==> src/rtl/imem_loader_if.sv <==
// Byte-stream load channel between a stream source and the instruction-memory loader.
interface imem_loader_if;
    logic       start;
    logic [7:0] byte_in;
    logic       byte_valid;
    logic       byte_ready;

    modport master (
        output start,
        output byte_in,
        output byte_valid,
        input  byte_ready
    );

    modport slave (
        input  start,
        input  byte_in,
        input  byte_valid,
        output byte_ready
    );
endinterface

==> src/rtl/imem_loader.sv <==
// Instruction-memory loader: receives a framed byte stream (length, big-endian words,
// XOR checksum), writes the words into a small instruction memory and exposes a
// combinational fetch port to the core, holding the core while a load is running.
module imem_loader #(
    parameter int unsigned DEPTH  = 32,
    parameter int unsigned ADDR_W = 5
) (
    input  logic              clock_out,
    input  logic              reset,
    imem_loader_if.slave      bus,
    input  logic [ADDR_W-1:0] fetch_addr,
    output logic [31:0]       fetch_data,
    output logic              core_hold,
    output logic              load_done,
    output logic              load_error,
    output logic [ADDR_W:0]   words_loaded
);

    typedef enum logic [2:0] {StIdle, StLen, StData, StCsum, StDone, StError} state_e;

    localparam logic [8:0]        DepthB   = 9'(DEPTH);
    localparam logic [ADDR_W-1:0] AddrOne  = 1;
    localparam logic [ADDR_W:0]   WordsOne = 1;

    state_e              state_q, state_d;
    logic [ADDR_W:0]     len_q, len_d;
    logic [ADDR_W:0]     words_q, words_d;
    logic [ADDR_W-1:0]   ptr_q, ptr_d;
    logic [1:0]          cnt_q, cnt_d;
    logic [7:0]          csum_q, csum_d;
    logic [23:0]         asm_q, asm_d;
    logic                hold_q, hold_d;
    logic                done_q, done_d;
    logic                err_q, err_d;
    logic                mem_we;
    logic                xfer;
    logic [31:0]         mem_q [DEPTH];

    // Ready depends on state alone so the source never sees a combinational loop.
    assign bus.byte_ready = (state_q == StLen) || (state_q == StData) || (state_q == StCsum);
    assign xfer           = bus.byte_valid && bus.byte_ready;

    assign fetch_data   = mem_q[fetch_addr];
    assign core_hold    = hold_q;
    assign load_done    = done_q;
    assign load_error   = err_q;
    assign words_loaded = words_q;

    // Next-state and datapath decisions for the load FSM.
    always_comb begin
        state_d = state_q;
        len_d   = len_q;
        words_d = words_q;
        ptr_d   = ptr_q;
        cnt_d   = cnt_q;
        csum_d  = csum_q;
        asm_d   = asm_q;
        hold_d  = hold_q;
        done_d  = done_q;
        err_d   = err_q;
        mem_we  = 1'b0;

        unique case (state_q)
            StIdle, StDone, StError: begin
                // Stream bytes are ignored here; only start acts.
                if (bus.start) begin
                    state_d = StLen;
                    hold_d  = 1'b1;
                    done_d  = 1'b0;
                    err_d   = 1'b0;
                    words_d = '0;
                    ptr_d   = '0;
                    cnt_d   = '0;
                    csum_d  = '0;
                end
            end
            StLen: begin
                if (xfer) begin
                    if (bus.byte_in == 8'd0 || {1'b0, bus.byte_in} > DepthB) begin
                        state_d = StError;
                        err_d   = 1'b1;
                    end else begin
                        len_d   = bus.byte_in[ADDR_W:0];
                        state_d = StData;
                    end
                end
            end
            StData: begin
                if (xfer) begin
                    asm_d  = {asm_q[15:0], bus.byte_in};
                    csum_d = csum_q ^ bus.byte_in;
                    cnt_d  = cnt_q + 2'd1;
                    if (cnt_q == 2'd3) begin
                        mem_we  = 1'b1;
                        words_d = words_q + WordsOne;
                        // Pointer stays on the last word so it never wraps past N-1.
                        if (words_d == len_q) begin
                            state_d = StCsum;
                        end else begin
                            ptr_d = ptr_q + AddrOne;
                        end
                    end
                end
            end
            StCsum: begin
                if (xfer) begin
                    if (bus.byte_in == csum_q) begin
                        state_d = StDone;
                        done_d  = 1'b1;
                        hold_d  = 1'b0;
                    end else begin
                        state_d = StError;
                        err_d   = 1'b1;
                    end
                end
            end
            default: state_d = StIdle;
        endcase
    end

    // Control and datapath registers; reset discards any partial assembly.
    always_ff @(posedge clock_out or posedge reset) begin
        if (reset) begin
            state_q <= StIdle;
            len_q   <= '0;
            words_q <= '0;
            ptr_q   <= '0;
            cnt_q   <= '0;
            csum_q  <= '0;
            asm_q   <= '0;
            hold_q  <= 1'b0;
            done_q  <= 1'b0;
            err_q   <= 1'b0;
        end else begin
            state_q <= state_d;
            len_q   <= len_d;
            words_q <= words_d;
            ptr_q   <= ptr_d;
            cnt_q   <= cnt_d;
            csum_q  <= csum_d;
            asm_q   <= asm_d;
            hold_q  <= hold_d;
            done_q  <= done_d;
            err_q   <= err_d;
        end
    end

    // Instruction store; not reset so words survive a reset mid-load.
    always_ff @(posedge clock_out) begin
        if (mem_we) begin
            mem_q[ptr_q] <= {asm_q, bus.byte_in};
        end
    end

endmodule

==> src/flat_wrapper.sv <==
// flat-port wrapper written by rule: the top's interface ports become plain ports
module imem_loader_flat 
#(
    parameter int unsigned DEPTH  = 32,
    parameter int unsigned ADDR_W = 5
)
  (clock_out, reset, fetch_addr, fetch_data, core_hold, load_done, load_error, words_loaded, bus_start, bus_byte_in, bus_byte_valid, bus_byte_ready);
  imem_loader_if bus_i ();
  input  logic clock_out;
  input  logic reset;
  input  logic [ADDR_W-1:0] fetch_addr;
  output logic [31:0] fetch_data;
  output logic core_hold;
  output logic load_done;
  output logic load_error;
  output logic [ADDR_W:0] words_loaded;
  input wire logic [$bits(bus_i.start)-1:0] bus_start;
  input wire logic [$bits(bus_i.byte_in)-1:0] bus_byte_in;
  input wire logic [$bits(bus_i.byte_valid)-1:0] bus_byte_valid;
  output wire logic [$bits(bus_i.byte_ready)-1:0] bus_byte_ready;
  assign bus_i.start = bus_start;
  assign bus_i.byte_in = bus_byte_in;
  assign bus_i.byte_valid = bus_byte_valid;
  assign bus_byte_ready = bus_i.byte_ready;
  imem_loader #(.DEPTH(DEPTH), .ADDR_W(ADDR_W)) u_core (.clock_out(clock_out), .reset(reset), .bus(bus_i), .fetch_addr(fetch_addr), .fetch_data(fetch_data), .core_hold(core_hold), .load_done(load_done), .load_error(load_error), .words_loaded(words_loaded));
endmodule
==> config.mk <==
export PLATFORM = sky130hd
export DESIGN_NAME = imem_loader_flat
export DESIGN_NICKNAME = d
export VERILOG_FILES = /design/src/rtl/imem_loader_if.sv /design/src/rtl/imem_loader.sv /design/src/flat_wrapper.sv
export SDC_FILE = /design/constraint.sdc
export NUM_CORES = 1
export LEC_CHECK = 0
export ABC_AREA = 1
export ABC_CLOCK_PERIOD_IN_PS = 5000
export CAP_MARGIN = 20
export CELL_PAD_IN_SITES_DETAIL_PLACEMENT = 1
export CELL_PAD_IN_SITES_GLOBAL_PLACEMENT = 1
export CORE_AREA = 2 2 335 337
export DETAILED_ROUTE_END_ITERATION = 8
export DIE_AREA = 0 0 337 339
export DONT_BUFFER_PORTS = 1
export GPL_ROUTABILITY_DRIVEN = 0
export PLACE_DENSITY = 0.68
export SLEW_MARGIN = 20
export SYNTH_ARGS = -nofsm -noshare
export SYNTH_HDL_FRONTEND = slang
export SYNTH_SLANG_ARGS = --single-unit
==> constraint.sdc <==
create_clock -name clock_out -period 5 [get_ports clock_out]
set_input_delay 0.5 -clock clock_out [delete_from_list [all_inputs] [get_ports clock_out]]
set_output_delay 0.5 -clock clock_out [all_outputs]
set_load 0.01 [all_outputs]
### Word-level counts from Yosys, hierarchy flattened

Memory sizes are Yosys's and may differ from the RTL's.
Cells that the tools add are included.

| operators by class | value |
|---|---|
| reductions and logical operators | 18 |
| multiplexer cells | 42 |
| add/subtract/negate cells | 3 |
| bitwise logic cells | 2 |
| magnitude comparators | 1 |
| equal/unequal tests | 18 |

Operators by type and width:

| kind | count |
|---|---|
| $mux W3 | 7 |
| $mux W5 | 4 |
| $mux W6 | 3 |
| $mux W1 | 16 |
| $mux W8 | 2 |
| $pmux W8 S2 | 1 |
| $ne A2 B2 Y1 const B | 7 |
| $pmux W3 S4 | 1 |
| $pmux W6 S2 | 1 |
| $reduce_and A6 Y1 | 2 |
| $pmux W5 S2 | 1 |
| $eq A8 B8 Y1 | 1 |
| $gt A8 B6 Y1 const B | 1 |
| $logic_not A8 Y1 | 1 |
| $reduce_and A4 Y1 | 2 |
| $xor A8 B8 Y8 | 1 |
| $add A6 B1 Y6 const B | 1 |
| $eq A3 B2 Y1 const B | 2 |
| $eq A3 B3 Y1 const B | 2 |
| $eq A6 B6 Y1 | 1 |
| $ne A2 B1 Y1 const B | 3 |
| $reduce_and A3 Y1 | 2 |
| $add A5 B1 Y5 const B | 1 |
| $reduce_and A5 Y1 | 1 |
| 15 further kinds | 20 |

| storage, ports and cells | value |
|---|---|
| RAM bits | 1,024 |
| memories | 1 |
| register bits | 57 |
| input bits | 17 |
| output and inout bits | 42 |
| logic and storage cells | 95 |

Memory list:

| name | depth | width | read ports | clocked after Yosys merged registers in | write ports | RTL line | text |
|---|---|---|---|---|---|---|---|
| u_core.mem_q | 32 | 32 | 1 | 0 | 1 | imem_loader.sv:37 | `logic [31:0] mem_q [DEPTH];` |

### Depth between registers and ports, before layout

Gate-level depths: netlist of the first run.

| depth | value |
|---|---|
| depth in word-level cells | 8 |
| gate-level depth with buffers | 12 |

### Worst setup path after synthesis of the first run

No wires, ideal clock.

| timing | value |
|---|---|
| path type | register to register |
| start point | register u_core.state_q[2] |
| end point | memory u_core.mem_q[11][0] (enable) |
| setup slack | 1.949 ns |
| stages on the path, launching flop included | 8 |
| required time | 4.579 ns |
| period minus slack after synthesis | 3.051 ns |
| data arrival time | 2.630 ns |
| path buffers | 0 |
| cell sequence | dfrtp_1 nor2_1 nand2_2 nor2_4 nand2_1 inv_2 nand2_1 nor2_1 |

| on the way | value |
|---|---|
| longest elaborated chain between the ends | 8 |
| elaborated cells on any way between the ends | 10 |
| classes of those cells | eq/ne (3); mux (4); reduce/logical (3) |

RTL lines:

| what | RTL line | text |
|---|---|---|
| from (decl) | imem_loader.sv:25 | `state_e state_q, state_d;` |
| from (signal assigned) | imem_loader.sv:124 | `state_q <= StIdle;` |
| from (signal assigned) | imem_loader.sv:135 | `state_q <= state_d;` |
| $eq A3 B1 Y1 / $eq A3 B2 Y1 (equally long branches) | imem_loader.sv:40, imem_loader.sv:63 |  |
| $logic_or A1 B1 Y1 (2 in series) | imem_loader.sv:40 | `assign bus.byte_ready = (state_q == StLen) \|\| (state_q == StData) \|\| (state_q == StCsum);` |
| $logic_and A1 B1 Y1 | imem_loader.sv:41 | `assign xfer = bus.byte_valid && bus.byte_ready;` |
| $mux W1 | imem_loader.sv:89 | `if (xfer) begin` |
| $mux W1 (*) | imem_loader.sv:63 | `unique case (state_q)` |
| $mux W1 (*) | imem_loader.sv:150 | `if (mem_we) begin` |
| $mux W1 (implied by the code) (*) | imem_loader.sv:151 | `mem_q[ptr_q] <= {asm_q, bus.byte_in};` |
| to (decl) | imem_loader.sv:37 |  |

Every way passes the cells marked *; elsewhere a longest branch is shown, timed or not.

### Worst setup path after layout of the first run

| timing | value |
|---|---|
| start point | register u_core.state_q[2] |
| end point | memory u_core.mem_q[31][17] (enable) |

The elaborated chain is that of the path after synthesis.

==> results of run 1 <==
[power groups by stage]
stage               clock network, mW  logic (mW)  registers (mW)
floorplan                           0        1.04            11.6
global placement                    0        1.98            11.6
detailed placement                  0        2.04            11.6
CTS                              8.05        2.12            11.5
global route                     8.39        2.30            11.5
finish                           7.94        2.08            11.4
[metrics by stage]
stage               cells  worst slack (ps)    util  area [sq um]
floorplan            3660              1949       -         43930
global placement     4973              1233  0.4114         45410
detailed placement   4981              1178  0.4134         45630
CTS                  5194              1182  0.4460         49220
global route         5199             928.1  0.4471         49350
finish               5200              1188  0.4472         49350
[worst paths after layout]
check / from / end / slack, ps / cells after the start
max reg2reg: u_core.state_q[2] / u_core.mem_q[31][17] / 1190 / 8
min in group asynchronous: reset / u_core.load_error / 490 / 3
min: bus_byte_in[4] / u_core.csum_q[4] / 40 / 2
min reg2reg: u_core.asm_q[18] / u_core.asm_q[18] / 480 / 2
max in group asynchronous: reset / u_core.asm_q[12] / 3960 / 3
max: u_core.state_q[2] / u_core.mem_q[31][17] / 1190 / 8
[metal layers]
metal	track usage	wire length, um	up-vias
li1	-	-	12870
met1	0.2926	53690	14720
met2	0.3960	66970	762
met3	0.02649	6243	201
met4	0.09412	5274	0
met5	0	0	-
[synth_stat cells, drive strengths merged]
master     n  area [sq um]
ha         6         75.07
a21oi    195         975.9
clkbuf    91         341.6
buf      135         820.8
o22a       1         8.760
nand3    254          1271
o22ai      3         18.77
nor2     434          1747
a31oi      1         6.260
o21ai    265          1326
edfxtp  1024         30750
dfrtp     57          1426
inv       54         205.2
o211ai    64         480.5
xor2       1         8.760
nor3       3         25.02
nand3b     1         7.510
o31ai     96         720.7
nand2    963          3625
nand4      4         25.02
xnor2      8         70.07
[sequential cells by signal, summed over array words and instances, names as in the netlist]
signal	count
u_core.asm_q	24
u_core.len_q	6
u_core.state_q	3
u_core.ptr_q	5
u_core.mem_q	1024
u_core.cnt_q	2
u_core.csum_q	8
u_core.load_done	1
u_core.load_error	1
u_core.core_hold	1
u_core.words_loaded	6
[worst reg2reg max path: cells and delay by family, from the launching register on]
family / cells / cell delay [ps]
and+or+nand+nor: 6 / 2450
DFF: 1 / 430
buffers and inverters: 2 / 610
[layout make-up]
type                    instances  area share
well taps                    1488     0.03773
clock buffers                 140     0.05935
multi-input cells            2299      0.2154
flip-flops and latches       1081      0.6522
clock inverters                64    0.009913
repair buffers                 73     0.02059
diodes                          1  0.00005071
inverters                      54    0.004716
[cells by family (layout without fill, tap and decap cells)]
logic type      Yosys count  in the layout  share of synthesized area
compound gates          625            625                    0.08051
simple gates           1659           1659                     0.1525
fa+ha+maj                 6              6                   0.001709
flops                  1081           1081                     0.7324
other cells               0              1                          0
xor+xnor                  9              9                   0.001794
buf+inv                 280            331                    0.03113
[timing repair]
action | 4_1_cts | 5_1_grt
hold endpoints to repair | 326 | 0
gates resized for setup | 0 | 0
hold buffers | 9 | 0
==> impl_metrics.ini, run 1 <==
[run_status]
outcome = complete, no violations

[sta]
setup-tns-final_ps = 0
setup_viol = 0
period_minus_slack_ps = 3812
fin_skew_ps = 24.25
max_freq_ghz = 0.2623
hold_viol_final = 0
worst_slew_pin_slew_ps = 1161
post-route-period-util = 0.7624
slew_viol_final = 0
rsz0062_at_grt = no
hold_ws_ps = 43.51
slew_headroom = 0.2243

[worst_setup_path]
path_max_fanout = 26
crit_path_end_kind = register
criticalPathCategory = register to register
cp_slowest_cell = nor2_4
cpPeakStageDelay_ps = 840
path_cells = nor2_1 -> nand2_2 -> nor2_4 -> nand2_1 -> inv_2 -> nand2_1 -> nor2_4 -> buf_4
critPathBufInv = 2
cp.required_ps = 5370
crit_family = simple AND/OR/NAND/NOR gates
cp.arrival_ps = 4180
start_kind = register

[routing]
ant_nets = 0
drc_errors = 0
first_pass_iters = 5
wl_per_cell_um = 25.42
vias = 28560
routed_wl_um = 132200
drt_iter0_drc = 2647
vias_per_cell = 5.492

[yosys]
syn_nets = 3683
synth_cells = 3660
netlist_area_sq_um = 43930
ys.warnings.count = 0
yosysSeqAreaShare = 0.7324
synth_cell_types = 31
synth_seq_cells = 1081
synth_area_per_cell_sq_um = 12.00

[global_route]
antenna_found_initial = 0
grt_pass1_vias = 29400
grt_max_degree = 514
grt.overflow.total = 0
track_usage = 0.2294
grt_pass1_wl_um = 194500

[floorplanning]
die_height_um = 339
dieWidth_um = 337
die_area_sq_um = 114200
boundaryPins = 59
num_rows = 122
coreArea_sq_um = 110400
initial_core_util = 0.3981

[power_and_ir_drop]
leakage_nw = 17.21
clkPwrFrac = 0.370
powerDensity_nw_per_um2 = 435.0
power_switching_mw = 5.709
combPwrFrac = 0.097
power_mw = 21.47
ir_drop_mv = 0.2897
switching_share = 0.2659
internal-power_mw = 15.76
p_seq_frac = 0.533

[place]
io_buffers = 0
hpwl_um = 72760

[finish]
final_cell_mix = edfxtp_1, nand2_1, nor2_1, nand3_1, o21ai_0
drive_gt1_frac = 0.08515
layout.cells.most_common = edfxtp_1
seq_area_sq_um = 32190
layout.nets = 3644
areaGrowthSynthToFinish_pct = 12.33
multiInputGateArea_sq_um = 10630
fillers = 11550

[clock_network]
cts_buffers = 112
htree_num_levels = 3
clockBufferDepth = 3
clk_pin_slew_ps = 60
cts_tree = built
clock_latency_ps = 700
clock_sinks = 1081
post_cts.repair.setup_buffers = 0
cts-root-buf = clkbuf_16

[job]
drv_cap = 0

[hold_path]
hold_class = primary input to register
Power figures use the tool's default switching activity.
==> run 2: changes to the inputs <==
--- a/config.mk
+++ b/config.mk
@@ -6,7 +6,7 @@
 export NUM_CORES = 1
 export LEC_CHECK = 0
 export ABC_AREA = 1
-export ABC_CLOCK_PERIOD_IN_PS = 5000
+export ABC_CLOCK_PERIOD_IN_PS = 3600
 export CAP_MARGIN = 20
 export CELL_PAD_IN_SITES_DETAIL_PLACEMENT = 1
 export CELL_PAD_IN_SITES_GLOBAL_PLACEMENT = 1
==> constraint.sdc (replaced) <==
create_clock -name clock_out -period 3.6 [get_ports clock_out]
set_input_delay 0.36 -clock clock_out [delete_from_list [all_inputs] [get_ports clock_out]]
set_output_delay 0.36 -clock clock_out [all_outputs]
set_load 0.01 [all_outputs]
==> run 2 against run 1 <==
Compared with the run above: global-route usage shrank 0.30 points; utilization grew 0.23 points; combinational power shrank 2%; wire length shrank 1.6%; clock skew grew 13 ps; flip-flop and latch count is the same; critical path depth grew 2; cell count grew 0.75%; sequential share of layout area shrank 0.33 points; sequential power grew 43%; worst hold slack gained 38 ps; first-iteration DRC count grew 2.4%; critical path type is now primary input to output port; largest power group unchanged.
==> impl_metrics.ini, run 2 (synthesis gave the netlist of run 1 again) <==
[worst_setup_path]
cp_common_cell = nand2_1
path_max_fanout = 513
criticalPathCategory = primary input to output port
cp.arrival_ps = 3020
start_kind = primary input
critPathBufInv = 2
cp_slowest_cell = inv_16
crit_path_end_kind = output port
cp.required_ps = 3240
crit_family = buffers and inverters
cpPeakStageDelay_ps = 770
path_cells = inv_16 -> buf_4 -> nand2_1 -> nand3_1 -> nand2_1 -> a21oi_1 -> o31ai_1 -> nand2_1 -> nand2_1 -> nand2_1

[sta]
hold_ws_ps = 81.03
worst_slew_pin_slew_ps = 1135
rsz0062_at_grt = no
hold_viol_final = 0
max_freq_ghz = 0.2960
slew_viol_final = 0
setup-tns-final_ps = 0
slew_headroom = 0.2431
post-route-period-util = 0.9386
setup_viol = 0
period_minus_slack_ps = 3379
finalWorstSetupSlack_ps = 221.1
fin_skew_ps = 36.78

[floorplanning]
dieWidth_um = 337
die_area_sq_um = 114200
coreArea_sq_um = 110400
initial_core_util = 0.3981
num_rows = 122
die_height_um = 339
boundaryPins = 59

[routing]
ant_nets = 0
routed_wl_um = 130100
first_pass_iters = 5
drt_iter0_drc = 2710
vias_per_cell = 5.469
wl_per_cell_um = 24.83
drc_errors = 0
vias = 28650

[power_and_ir_drop]
ir_drop_mv = 0.3979
clkPwrFrac = 0.375
leakage_nw = 17.36
combPwrFrac = 0.070
p_seq_frac = 0.555
internal-power_mw = 21.94
powerDensity_nw_per_um2 = 591.9
switching_share = 0.2525
power_mw = 29.36
power_switching_mw = 7.415

[finish]
layout.nets = 3679
layout.cells.most_common = edfxtp_1
regMostFlops = u_core.mem_q
stdcell_count = 5239
areaGrowthSynthToFinish_pct = 12.90
drive_gt1_frac = 0.09093
reg_top3 = u_core.mem_q: 1024 flops, u_core.asm_q: 24 flops, u_core.csum_q: 8 flops
final_cell_mix = edfxtp_1, nand2_1, nor2_1, nand3_1, o21ai_0
largest_register_ffs = 1024

[global_route]
grt_max_degree = 514
antenna_found_initial = 1
grt_pass1_wl_um = 192700
grt.overflow.total = 0
grt_pass1_vias = 29700
track_usage = 0.2265

[place]
dp_slack_ps = 822.2
io_buffers = 0
place_inst = 5011
hpwl_um = 67540

[clock_network]
htree_num_levels = 3
cts_buffers = 112
clock_sinks = 1081
clk_pin_slew_ps = 60
clockBufferDepth = 3
cts_tree = built
cts_resized = 0
post_cts.repair.setup_buffers = 0
cts-root-buf = clkbuf_16
clock_latency_ps = 700

[hold_path]
hold_class = primary input to register

[job]
drv_cap = 0

[run_status]
outcome = complete, no violations
[run 2: repair_timing]
action                                 4_1_cts  5_1_grt
hold buffers                                18        0
endpoints found under the hold margin      318        0
setup endpoints to repair                    0        0
[run 2: worst paths after layout]
path,endpoint,slack (ps),cells after the start,from
worst max-delay path,fetch_data[30],220,10,fetch_addr[0]
worst max register to register,u_core.mem_q[31][21],830,9,u_core.state_q[2]
min in group asynchronous,u_core.load_done,330,2,reset
max in group asynchronous,u_core.asm_q[13],2360,3,reset
worst min register to register,u_core.cnt_q[1],490,2,u_core.cnt_q[1]
worst min-delay path,u_core.load_done,80,3,bus_byte_valid
[run 2: through the flow]
step	cell area (sq um)	utilization
5_1_grt	49600	0.4495
2_1_floorplan	43930	-
4_1_cts	49580	0.4492
6_report	49600	0.4495
3_3_place_gp	45900	0.4159
3_5_place_dp	45900	0.4159
[run 2: power by group through the flow]
stage	combinational, mW	sequential (mW)	clock (mW)
floorplan	1.44	16.0	0
global route	2.31	16.4	11.6
global placement	1.87	16.5	0
detailed placement	1.93	16.6	0
CTS	2.03	16.3	11.2
finish	2.04	16.3	11.0
[run 2: area by class of cell]
type	instances	area [sq um]
sequential	1081	32190
inverter	54	232.7
antenna	1	2.502
timing repair buffer	108	1269
multi-input combinational	2299	10630
clock inverter	60	417.9
fill	11540	60760
clock buffer	148	3000
tap	1488	1862
[run 2: metal layers]
layer | global-route usage | vias up | share of wire | routed length (um)
li1 | - | 12940 | - | -
met1 | 0.3038 | 14740 | 0.43 | 56090
met3 | 0.03083 | 209 | 0.049 | 6380
met4 | 0.06371 | 2 | 0.027 | 3451
met2 | 0.3841 | 755 | 0.49 | 64160
met5 | 0 | - | 0.00010 | 13
[run 2: tightest hold or removal path, stage by stage]
cell and delay [ps]:
o21ai_0 120, nand3b_1 160, o21ai_0 90
==> run 3: changes to the inputs <==
--- a/config.mk
+++ b/config.mk
@@ -5,17 +5,17 @@
 export SDC_FILE = /design/constraint.sdc
 export NUM_CORES = 1
 export LEC_CHECK = 0
-export ABC_AREA = 1
 export ABC_CLOCK_PERIOD_IN_PS = 3600
 export CAP_MARGIN = 20
 export CELL_PAD_IN_SITES_DETAIL_PLACEMENT = 1
 export CELL_PAD_IN_SITES_GLOBAL_PLACEMENT = 1
-export CORE_AREA = 2 2 335 337
+export CORE_AREA = 2 2 326 328
 export DETAILED_ROUTE_END_ITERATION = 8
-export DIE_AREA = 0 0 337 339
+export DIE_AREA = 0 0 328 330
 export DONT_BUFFER_PORTS = 1
 export GPL_ROUTABILITY_DRIVEN = 0
-export PLACE_DENSITY = 0.68
+export GPL_TIMING_DRIVEN = 0
+export PLACE_DENSITY = 0.64
 export SLEW_MARGIN = 20
 export SYNTH_ARGS = -nofsm -noshare
 export SYNTH_HDL_FRONTEND = slang
==> run 3 against run 2 <==
Compared with the run above: utilization up 1.7 points; die area shrank 5.3%; combinational power shrank 42%; fmax down 4.6%; sequential power decreased by 10%; wire length decreased by 17%; clock-buffer cell count decreased by 10; worst hold slack worse by 36 ps; register-to-register slack got worse by 680 ps; largest cell class unchanged; highest routed layer is now met4.
==> impl_metrics.ini, run 3 <==
[run_status]
outcome = complete, no violations

[routing]
vias = 19820
routed_wl_um = 108300
vias_per_cell = 5.710
ant_nets = 0
drt_iter0_drc = 2049
first_pass_iters = 5
drc_errors = 0
wl_per_cell_um = 31.19

[worst_setup_path]
cp.required_ps = 3240
cp.arrival_ps = 3180
crit_start = fetch_addr[1]
criticalPathCategory = primary input to output port
crit_path_end_kind = output port
path_max_fanout = 10
r2r_start = u_core.state_q[1]
start_kind = primary input

[sta]
slew_viol_final = 0
hold_ws_ps = 45.45
setup-tns-final_ps = 0
worst_slew_pin_slew_ps = 1099
slew_headroom = 0.2674
period_minus_slack_ps = 3541
setup_viol = 0
hold_viol_final = 0
max_freq_ghz = 0.2824
post-route-period-util = 0.9837
fin_skew_ps = 24.71

[yosys]
synth_ff_type = edfxtp_1
ys_top_cells_by_count = edfxtp_1, mux4_2, nand2_1
async_reset_ff_frac = 0.05273
synth_cells = 1794
synth_top_area_frac = 0.7394
netlist_area_sq_um = 41580
synth_seq_cells = 1081
synth_cell_types = 46
yosysSeqAreaShare = 0.7737
yosys.area.top_type = edfxtp_1
synthMostInstantiatedCell = edfxtp_1
synth.area.top_cells = edfxtp_1, mux4_2, dfrtp_1
ys.warnings.count = 0
syn_nets = 1817
synth_edf_count = 1024
synth_area_per_cell_sq_um = 23.18

[floorplanning]
die_height_um = 330
die_area_sq_um = 108200
boundaryPins = 59
num_rows = 119
coreArea_sq_um = 104700
initial_core_util = 0.3973
dieWidth_um = 328

[hold_path]
hold_class = primary input to register
hp-start = bus_byte_in[6]

[global_route]
grt_max_degree = 36
antenna_found_initial = 5
grt_pass1_vias = 21160
track_usage = 0.2016
grt_pass1_wl_um = 155100
grt.overflow.total = 0

[place]
hpwl_um = 71480
io_buffers = 0

[clock_network]
cts_tree = built
clk_pin_slew_ps = 60
clock_sinks = 1081
clock_latency_ps = 680
clockBufferDepth = 3
cts-root-buf = clkbuf_16
cts_buffers = 107
htree_num_levels = 3

[finish]
fillers = 9345
areaGrowthSynthToFinish_pct = 17.52
layout.cells.most_common = edfxtp_1
drive_gt1_frac = 0.3240
seq_area_sq_um = 32190
largest_register_ffs = 1024
reg_top3 = u_core.mem_q: 1024 flops, u_core.asm_q: 24 flops, u_core.csum_q: 8 flops
regMostFlops = u_core.mem_q
layout.nets = 2012
final_cell_mix = edfxtp_1, mux4_2, clkbuf_16, nand2_1, clkbuf_1
multiInputGateArea_sq_um = 9201

[power_and_ir_drop]
ir_drop_mv = 0.4026
powerDensity_nw_per_um2 = 556.6
power_mw = 27.20
leakage_nw = 15.56

[job]
drv_cap = 0
## run 3: final cells by class
cell class / instances / area share
Clock buffer: 138 / 0.05927
Sequential cell: 1081 / 0.6587
Buffer: 89 / 0.008935
Clock inverter: 62 / 0.01388
Tap cell: 1391 / 0.03561
Antenna cell: 1 / 0.00005120
Timing Repair Buffer: 86 / 0.03469
Inverter: 7 / 0.0005888
Multi-Input combinational cell: 617 / 0.1883
## run 3: kinds of logic (layout without fill, tap and decap cells)
group | after synthesis | after routing | share of synthesized area
compound gates | 58 | 58 | 0.008575
mux | 360 | 360 | 0.1841
simple gates | 179 | 179 | 0.01808
xor+xnor | 14 | 14 | 0.002949
fa+ha+maj | 6 | 6 | 0.001805
other cells | 0 | 1 | 0
buf+inv | 96 | 382 | 0.01077
flops | 1081 | 1081 | 0.7737
## run 3: metrics by stage
stage | setup slack [ps] | cell area, sq um | util | std cells
CTS | 21.21 | 48600 | 0.4643 | 3454
finish | 58.60 | 48870 | 0.4669 | 3472
floorplan | 425.9 | 41580 | - | 1794
detailed placement | -54.68 | 44740 | 0.4274 | 3235
global placement | -1930 | 43330 | 0.4139 | 3185
global route | -67.09 | 48870 | 0.4669 | 3471
## run 3: layer usage
layer / GRT usage / wire (um) / vias to the layer above
li1: - / - / 7989
met1: 0.2805 / 45100 / 10900
met2: 0.3259 / 52660 / 765
met3: 0.03789 / 7760 / 173
met4: 0.05943 / 2755 / 0
met5: 0 / 0 / -
## run 3: report_power, final
| part | switching [mW] | leakage (nW) | internal [mW] |
|---|---|---|---|
| Clock | 4.76 | 1.76 | 6.68 |
| Sequential | 0.466 | 10.2 | 14.1 |
| Combinational | 0.703 | 3.59 | 0.477 |
| Total | 5.92 | 15.6 | 21.3 |
## run 3: timing repair
item | CTS | global route
buffers inserted | 0 | 17
pin swaps | 0 | 7
hold endpoints to repair | 338 | 0
setup endpoints to repair | 3 | 110
hold buffers | 19 | 0
gates resized for setup | 3 | 0
## run 3: path summary, 6_finish.rpt
kind                       cells past startpoint  slack [ps]                    to
max                                            5          60         fetch_data[7]
min                                            3          50     u_core.state_q[1]
max reg2reg                                    7         150  u_core.mem_q[30][21]
min reg2reg                                    1         510       u_core.cnt_q[0]
max in group asynchronous                      3        2930      u_core.asm_q[13]
min in group asynchronous                      2         120      u_core.load_done
## run 3: critical path, stage by stage
cell	delay, ps
clkbuf_1	650
clkbuf_1	790
mux4_2	430
mux4_2	570
mux2_2	350
